## src/rtl/mem_access_seq.sv

```systemverilog
// Byte-serial memory access sequencer: big-endian word/halfword/byte reads and writes
// over an 8-bit synchronous memory. Optional sign extension via MEM_SEQ_SIGN_EXT_EN.
module mem_access_seq (
  input  logic        clk,
  input  logic        reset_n,
  input  logic        start,
  input  logic        we,
  input  logic [1:0]  size,
  input  logic        sign,
  input  logic [7:0]  addr,
  input  logic [31:0] wdata,
  input  logic [7:0]  mem_rdata,
  output logic [7:0]  mem_addr,
  output logic [7:0]  mem_wdata,
  output logic        mem_we,
  output logic [31:0] rdata,
  output logic        busy,
  output logic        done,
  output logic        err
);

  typedef enum logic [1:0] {IDLE, WR, RD, RDRAIN} state_t;

  state_t      state_q;
  logic [1:0]  rem_q;
  logic [1:0]  size_q;
  logic        first_q;
  logic [23:0] wsh_q;
  logic [23:0] rsh_q;
  logic [7:0]  mem_addr_q;
  logic [7:0]  mem_wdata_q;
  logic        mem_we_q;
  logic [31:0] rdata_q;
  logic        busy_q;
  logic        done_q;
  logic        err_q;

  logic        req_word;
  logic        req_half;
  logic        aligned_d;
  logic [1:0]  len_m1_d;
  logic [31:0] wsh_init_d;
  logic [31:0] rd_full_d;
  logic        ext_bit_d;
  logic [31:0] rdata_d;

`ifdef MEM_SEQ_SIGN_EXT_EN
  logic sign_q;
`else
  logic unused_sign;
  assign unused_sign = sign;
`endif

  always_comb begin
    req_word   = (size == 2'b00);
    req_half   = (size == 2'b01);
    aligned_d  = req_word ? (addr[1:0] == 2'b00) : (req_half ? !addr[0] : 1'b1);
    len_m1_d   = req_word ? 2'd3 : (req_half ? 2'd1 : 2'd0);
    // Left-justify the bytes to send so the MSB byte always leaves first.
    wsh_init_d = req_word ? wdata : (req_half ? {wdata[15:0], 16'h0000} : {wdata[7:0], 24'h000000});
    rd_full_d  = {rsh_q, mem_rdata};
`ifdef MEM_SEQ_SIGN_EXT_EN
    ext_bit_d  = sign_q & ((size_q == 2'b01) ? rd_full_d[15] : rd_full_d[7]);
`else
    ext_bit_d  = 1'b0;
`endif
    case (size_q)
      2'b00:   rdata_d = rd_full_d;
      2'b01:   rdata_d = {{16{ext_bit_d}}, rd_full_d[15:0]};
      default: rdata_d = {{24{ext_bit_d}}, rd_full_d[7:0]};
    endcase
  end

  always_ff @(posedge clk) begin
    if (!reset_n) begin
      state_q     <= IDLE;
      rem_q       <= '0;
      size_q      <= '0;
      first_q     <= 1'b0;
      wsh_q       <= '0;
      rsh_q       <= '0;
      mem_addr_q  <= '0;
      mem_wdata_q <= '0;
      mem_we_q    <= 1'b0;
      rdata_q     <= '0;
      busy_q      <= 1'b0;
      done_q      <= 1'b0;
      err_q       <= 1'b0;
`ifdef MEM_SEQ_SIGN_EXT_EN
      sign_q      <= 1'b0;
`endif
    end else begin
      done_q <= 1'b0;
      err_q  <= 1'b0;
      case (state_q)
        IDLE: begin
          if (start) begin
            if (!aligned_d) begin
              done_q <= 1'b1;
              err_q  <= 1'b1;
            end else begin
              mem_addr_q <= addr;
              if (we) mem_wdata_q <= wsh_init_d[31:24];
              mem_we_q   <= we;
              busy_q     <= 1'b1;
              rem_q      <= len_m1_d;
              size_q     <= req_word ? 2'b00 : (req_half ? 2'b01 : 2'b10);
              wsh_q      <= wsh_init_d[23:0];
              rsh_q      <= '0;
              first_q    <= 1'b1;
`ifdef MEM_SEQ_SIGN_EXT_EN
              sign_q     <= sign;
`endif
              state_q    <= we ? WR : RD;
            end
          end
        end
        WR: begin
          if (rem_q == 2'd0) begin
            mem_we_q <= 1'b0;
            busy_q   <= 1'b0;
            done_q   <= 1'b1;
            state_q  <= IDLE;
          end else begin
            mem_addr_q  <= mem_addr_q + 8'd1;
            mem_wdata_q <= wsh_q[23:16];
            wsh_q       <= {wsh_q[15:0], 8'h00};
            rem_q       <= rem_q - 2'd1;
          end
        end
        RD: begin
          // Memory data lags the address by one cycle, so skip capture on the first edge.
          first_q <= 1'b0;
          if (!first_q) rsh_q <= {rsh_q[15:0], mem_rdata};
          if (rem_q == 2'd0) begin
            state_q <= RDRAIN;
          end else begin
            mem_addr_q <= mem_addr_q + 8'd1;
            rem_q      <= rem_q - 2'd1;
          end
        end
        RDRAIN: begin
          rdata_q <= rdata_d;
          busy_q  <= 1'b0;
          done_q  <= 1'b1;
          state_q <= IDLE;
        end
        default: state_q <= IDLE;
      endcase
    end
  end

  assign mem_addr  = mem_addr_q;
  assign mem_wdata = mem_wdata_q;
  assign mem_we    = mem_we_q;
  assign rdata     = rdata_q;
  assign busy      = busy_q;
  assign done      = done_q;
  assign err       = err_q;

endmodule
```

## config.mk

```make
export PLATFORM = sky130hd
export DESIGN_NAME = mem_access_seq
export DESIGN_NICKNAME = d
export VERILOG_FILES = /design/src/rtl/mem_access_seq.sv
export SDC_FILE = /design/constraint.sdc
export NUM_CORES = 1
export LEC_CHECK = 0
export CAP_MARGIN = 40
export CELL_PAD_IN_SITES_DETAIL_PLACEMENT = 1
export CELL_PAD_IN_SITES_GLOBAL_PLACEMENT = 1
export CORE_UTILIZATION = 25
export DETAILED_ROUTE_END_ITERATION = 10
export PLACE_DENSITY_LB_ADDON = 0.1
export SLEW_MARGIN = 0
export SYNTH_ARGS = -nofsm -noshare
export SYNTH_HDL_FRONTEND = slang
export SYNTH_SLANG_ARGS = --single-unit
```

## constraint.sdc

```tcl
create_clock -name clk -period 2.5 [get_ports clk]
set_clock_uncertainty 0.2 [all_clocks]
set_input_delay 0.5 -clock clk [delete_from_list [all_inputs] [get_ports clk]]
set_output_delay 0.5 -clock clk [all_outputs]
set_load 0.01 [all_outputs]
```

# ---- After elaboration in Yosys (flattened, before gate mapping)
# Index checks and enable logic that the tools add are counted.
dict set report word_totals {
  latch_bits 0
  ff_bits 107
  mem_bits_ro 0
  mem_count 0
  ramBits 0
}
dict set report classes {
  shifts 0
  n_reduce_logical 21
  order_cmp 0
  n_addsub 2
  n_div 0
  mux 48
  eq_ne 13
  n_bitwise 0
  multipliers 0
}
# op n
set op_table {}
lappend op_table {{two-way mux 24 bit} 6}
lappend op_table {{one-hot mux 24 bit (2 select lines)} 2}
lappend op_table {{two-way mux 32 bit} 2}
lappend op_table {{one-hot mux 32 bit (2 select lines)} 1}
lappend op_table {{two-way mux 8 bit} 7}
lappend op_table {{one-hot mux 8 bit (2 select lines)} 2}
lappend op_table {{AND reduction 4 bit} 6}
lappend op_table {{two-way mux 2 bit} 11}
lappend op_table {{inequality test 2 bit, second input constant} 8}
lappend op_table {{two-way mux 1 bit} 11}
lappend op_table {{logical NOT 2 bit} 5}
lappend op_table {{adder 8 x 1 -> 8 bit, second input constant} 1}
lappend op_table {{one-hot mux 2 bit (4 select lines)} 1}
lappend op_table {{equality test 2 x 1 -> 1 bit, second input constant} 3}
lappend op_table {{one-hot mux 1 bit (3 select lines)} 2}
lappend op_table {{AND reduction 3 bit} 2}
lappend op_table {{nonzero test 2 bit} 3}
lappend op_table {{AND reduction 5 bit} 1}
lappend op_table {{equality test 2 bit, second input constant} 2}
lappend op_table {{one-hot mux 1 bit (2 select lines)} 2}
lappend op_table {{one-hot mux 2 bit (2 select lines)} 1}
lappend op_table {{nonzero test 3 bit} 1}
lappend op_table {{AND reduction 2 bit} 1}
lappend op_table {{OR reduction 2 bit} 1}
lappend op_table {{2 further kinds} 2}

# ---- Longest topological paths before layout
dict set report logic_depth {
  word_depth 7
  ltp_mapped 9
  mapped_depth_nobuf 6
}

# ---- Worst setup path after synthesis
# No wires, ideal clock.
dict set report synth_path {
  kind {reg-to-reg}
  startpoint {register state_q[0]}
  endpoint {register rem_q[1]}
  synth_period_minus_slack_ns 1.952
  stages_incl_launch_ff 9
  arrival_ns 1.616
  t_required_ns 2.164
  slack_ns 0.548
  path_buffers 2
  path_cell_list {dfxtp_1 inv_1 ha_1 buf_6 a21boi_2 o21a_1 buf_6 a2111oi_0 a211oi_1}
}
dict set report synth_via {
  elab_chain_cells 4
  word_cells_on_any_way 10
  cone_classes {eq/ne: 5; mux: 1; reduce/logical: 4}
}
# item line
set synth_rtl {}
lappend synth_rtl {{start, declared} 24} ;# state_t state_q;
lappend synth_rtl {{start signal, assigned} 114} ;# state_q <= we ? WR : RD;
lappend synth_rtl {{equality test 2 bit or equality test 2 x 1 -> 1 bit (tied branches)} 95} ;# case (state_q)
lappend synth_rtl {{OR reduction 2 bit (no line)} n/a}
lappend synth_rtl {{inequality test 2 bit (no line) or nonzero test 2 bit (tied branches)} n/a}
lappend synth_rtl {{AND reduction 4 bit (no line)} n/a}
lappend synth_rtl {{end signal, assigned} 106} ;# rem_q <= len_m1_d;
lappend synth_rtl {{end signal, assigned} 128} ;# rem_q <= rem_q - 2'd1;
lappend synth_rtl {{end signal, assigned} 139} ;# rem_q <= rem_q - 2'd1;
lappend synth_rtl {{end, declared} 25} ;# logic [1:0] rem_q;
# Parallel ways exist; a longest one is shown, timed or not.
# A chain may end at the register's enable or synchronous reset.

# ---- Worst setup path after layout
dict set report layout_path {
  startpoint {register state_q[0]}
  endpoint {register mem_wdata_q[5], in the netlist mem_wdata[5]}
}
dict set report layout_via {
  elab_chain_cells 3
  word_cells_on_any_way 9
  cone_classes {eq/ne: 5; mux: 1; reduce/logical: 3}
}
# item line
set layout_rtl {}
lappend layout_rtl {{equality test 2 x 1 -> 1 bit or logical NOT 2 bit (tied branches)} 95}
lappend layout_rtl {{inequality test 2 bit (no line) or nonzero test 2 bit (tied branches)} n/a}
lappend layout_rtl {{AND reduction 5 bit (no line)} n/a}
lappend layout_rtl {{end signal, assigned} 103} ;# if (we) mem_wdata_q <= wsh_init_d[31:24];
lappend layout_rtl {{end signal, assigned} 126} ;# mem_wdata_q <= wsh_q[23:16];
lappend layout_rtl {{end, declared} 31} ;# logic [7:0] mem_wdata_q;
# Parallel ways exist; a longest one is shown, timed or not.

==> summary by stage <==
Clocking
The longest clock path from root to sink contains 2 buffers. The hold-fix buffer count after cts is 0. Clock-pin slew was measured on the worst setup and hold paths at 70 ps. The clock tree from TritonCTS is done. Once the clock tree was built, the resizer swapped 0 gates to a different size. At the later pin of the worst-skew pair, clock insertion delay measures 360 ps. The number of sinks handled by clock tree synthesis is 107. In this run the clock root is driven by a clkbuf_16. In this run, CTS created clock tree buffers numbering 9. CTS built an H-tree with a depth of 3. Buffers added to address setup during post-CTS repair amount to 0.

Synth
By area the synthesized netlist is led by dfxtp_1 43%, a21oi_1 8.8%, mux2i_1 4.0%. Counting every instance in the synthesized netlist gives approximately 560. The share of synthesized registers carrying an async set or reset is 0%.

The proportion of synthesized chip area in sequential cells is 43.0%. After synthesis, the share of cell area in mux cells is roughly 7.6%. The adder and majority cell fraction of the synthesized area is 1.76%. After synthesis the netlist holds a flip-flop and latch count of 107. The mean post-synth cell area is 8.93 um2. The commonest register cell after synthesis is dfxtp_1. The number of warnings issued by yosys is 0. The fraction of synthesized cell area in xor and xnor cells is 0%. The synthesized design contains 0 enable-type register cells. The top-area cell type share of the netlist area is 43.0%. Of the total synthesized cell area, the portion taken by AND, OR, NAND and NOR gates is between 10% and 20%. Counting distinct cell types in the post-synthesis netlist gives 51. Summed over all instances, the cell type with the most area after synthesis is dfxtp_1.

The synthesized netlist devotes 25.6% of its cell area to compound gates. After synthesis, the largest family of logic cells by area is compound AO/OA/AOI/OAI gates. The number of nets in the synthesized netlist is 620. The mapped netlist covers 0.00498 mm2.

Layout
The library cell used most frequently in the layout, excluding fill and tap cells, is dfxtp_1. The antenna diode instance count is 0. The number of fill cells in the layout is 2275. From synthesis to final layout, the design area changed by 36.8%.

The area occupied by multi-input gates is 0.00254 mm2. The footprint of the flip-flops and latches is 0.00214 mm2. After the last flow step, the layout net total stands at 725. The finished layout holds between 900 and 1000 standard cells, fillers aside. In the final layout, the share of cells above drive strength 1 is 14.1%. The library cells used most frequently in the layout, excluding fill and tap cells, are 107 x dfxtp_1, 105 x clkdlybuf4s50_1, 88 x a21oi_1.

Run status
The run finished with clean final reports.

Power
Dividing total power by cell area gives a power density of 1100 mW/mm2. The maximum vdd ir drop is 0.472 mV. Total power for the finished layout comes to roughly 7.5 mW. In this run the static leakage power is 2.41 nW.

Worst setup path
The top fanout value on the critical path is 13. Data arrives at the worst endpoint at between 2000 and 2500 ps. The worst setup path is launched from a register.

The critical path endpoint category is a register. The kind of critical path is reg2reg. The data required time at the worst endpoint is roughly 2600 ps.

Die
The die outline width is 143 um. For this configuration, the core starts out at a cell density of about a quarter. The die is 143 um tall.

The number of ports placed on the die boundary is 107. The placement row count is 51. The floorplan step defined a die boundary enclosing 0.0205 mm2. The core region is ~0.020 mm2.

Placement
Routability-driven placement finished with a final weighted congestion of 0.707. The number of placed instances, taps included, is slightly above 900. Detailed placement finished with a half-perimeter wire length of about 12 mm. The total of buffers placed on input and output ports is 105.

Drt
The violation count after the first detailed-routing iteration is 260. The highest layer touched by signal routing is met4. The detail-routed net length per standard cell is approximately 18 um. The number of design rule violations left after detail routing is 0. In the detailed route, the total length drawn on met2 is approximately 7.5 mm. The number of vias after detailed routing is 4665. The detail route stage leaves a number of antenna-violating nets equal to 0. Summed over all nets, wire length on met3 after detailed routing comes to 564 um.

For this block, wires on met1 add up to 8.26 mm. The first detailed-routing pass ran for 4 iterations. The overall routed net length is roughly 17 mm. After detailed routing, the number of vias per cell comes to approximately 5.

Global route
The combined global-route utilization of all metal layers is 16.8%. The initial antenna violation count is 0. The aggregate global routing overflow is 0. The global-route wire length before repair is 26.5 mm. Entering global routing, the biggest net connects 51 pins.

The number of global-route vias before repair is a little under 5000.

STA
The hold violation total from the final report is 0. The portion of the clock cycle consumed by the worst path in the final layout is between 90 and 100%. The worst slack on hold paths is 285 ps. The final count of negative-setup-slack endpoints is 0. The max-slew violation count came to 0. The minimum clock period after layout is 2260 ps.

The worst pin sits at a relative slew slack of between 50% and 60%. Setup repair after global routing left no endpoint under its margin. Derived from the worst setup path, the maximum achievable clock frequency is 0.443 GHz.

The transition at the pin with the smallest max-transition slack is between 600 and 700 ps.

Run
Max-cap violations in this run came to 0.

Worst hold path
The tightest min-delay check is of the reg2reg type.
## report_power, final
group | switching, mW | internal [mW]
Clock | 0.724 | 0.827
Combinational | 2.13 | 1.49
Sequential | 0.258 | 2.06
## cells in the mapped netlist, types with 5 or more instances
master / n
dfxtp_1: 107
a21oi_1: 88
nor2_1: 40
o21ai_0: 34
clkbuf_1: 29
nand4_1: 28
nor2b_1: 27
a211oi_1: 21
mux2i_1: 20
nand2_1: 20
mux2_2: 16
buf_2: 14
o221a_2: 10
a22oi_1: 8
nor4b_1: 8
o211ai_1: 8
ha_1: 7
inv_1: 7
a32o_1: 5
nor3_1: 5
## routing by layer
metal / vias up / GRT usage (%)
li1: 2287 / -
met1: 2283 / 23.2
met2: 82 / 26.6
met3: 13 / 2.52
met4: 0 / 5.26
met5: - / 0
## cells by family (layout without fill, tap and decap cells)
group                    after synthesis  after routing
flip-flops                           107            107
buffers and inverters                 63            173
multiplexers                          36             36
AO/OA/AOI/OAI                        200            200
adder cells (fa/ha/maj)                7              7
AND/OR/NAND/NOR                      145            145
## through the flow
step | utilization (%) | cell area [um2] | setup slack, ps | setup TNS [ps]
6_report | 34.9 | 6810 | 241 | 0
3_5_place_dp | 33.3 | 6490 | -108 | -1740
2_1_floorplan | - | 4980 | 548 | 0
4_1_cts | 34.9 | 6810 | 225 | 0
5_1_grt | 34.9 | 6810 | 85.3 | 0
3_3_place_gp | 33.3 | 6490 | -77.5 | -900
## area by class of cell
class                           instances  share of cell area (%)
Sequential cell                       107                    31.4
Timing Repair Buffer                  148                    21.3
Inverter                                9                   0.496
Multi-Input combinational cell        388                    37.3
Clock inverter                          6                    1.18
Clock buffer                           10                    3.51
Tap cell                              265                    4.87
## sequential cells by signal, indices dropped and copies added (netlist names)
name and cells:
mem_addr 8, rem_q 2, first_q 1, done 1, mem_we 1, rsh_q 24, size_q 2, rdata 32
state_q 2, busy 1, mem_wdata 8, err 1, wsh_q 24
## worst max-delay path, cell delays in order, from the launching register on
cell and delay [ps]:
dfxtp_1 400, inv_1 110, ha_1 250, buf_4 180
o21a_1 210, buf_4 180, nand2_1 390, o221a_2 280
## worst paths after layout
path | to | cells after the start | slack (ps) | startpoint
worst max register to register | mem_wdata[5] | 7 | 240 | state_q[0]
worst max-delay path | mem_wdata[5] | 7 | 240 | state_q[0]
worst min register to register | wsh_q[5] | 2 | 290 | wsh_q[5]
worst min-delay path | wsh_q[5] | 2 | 290 | wsh_q[5]
(Power assumes the default switching activity.)
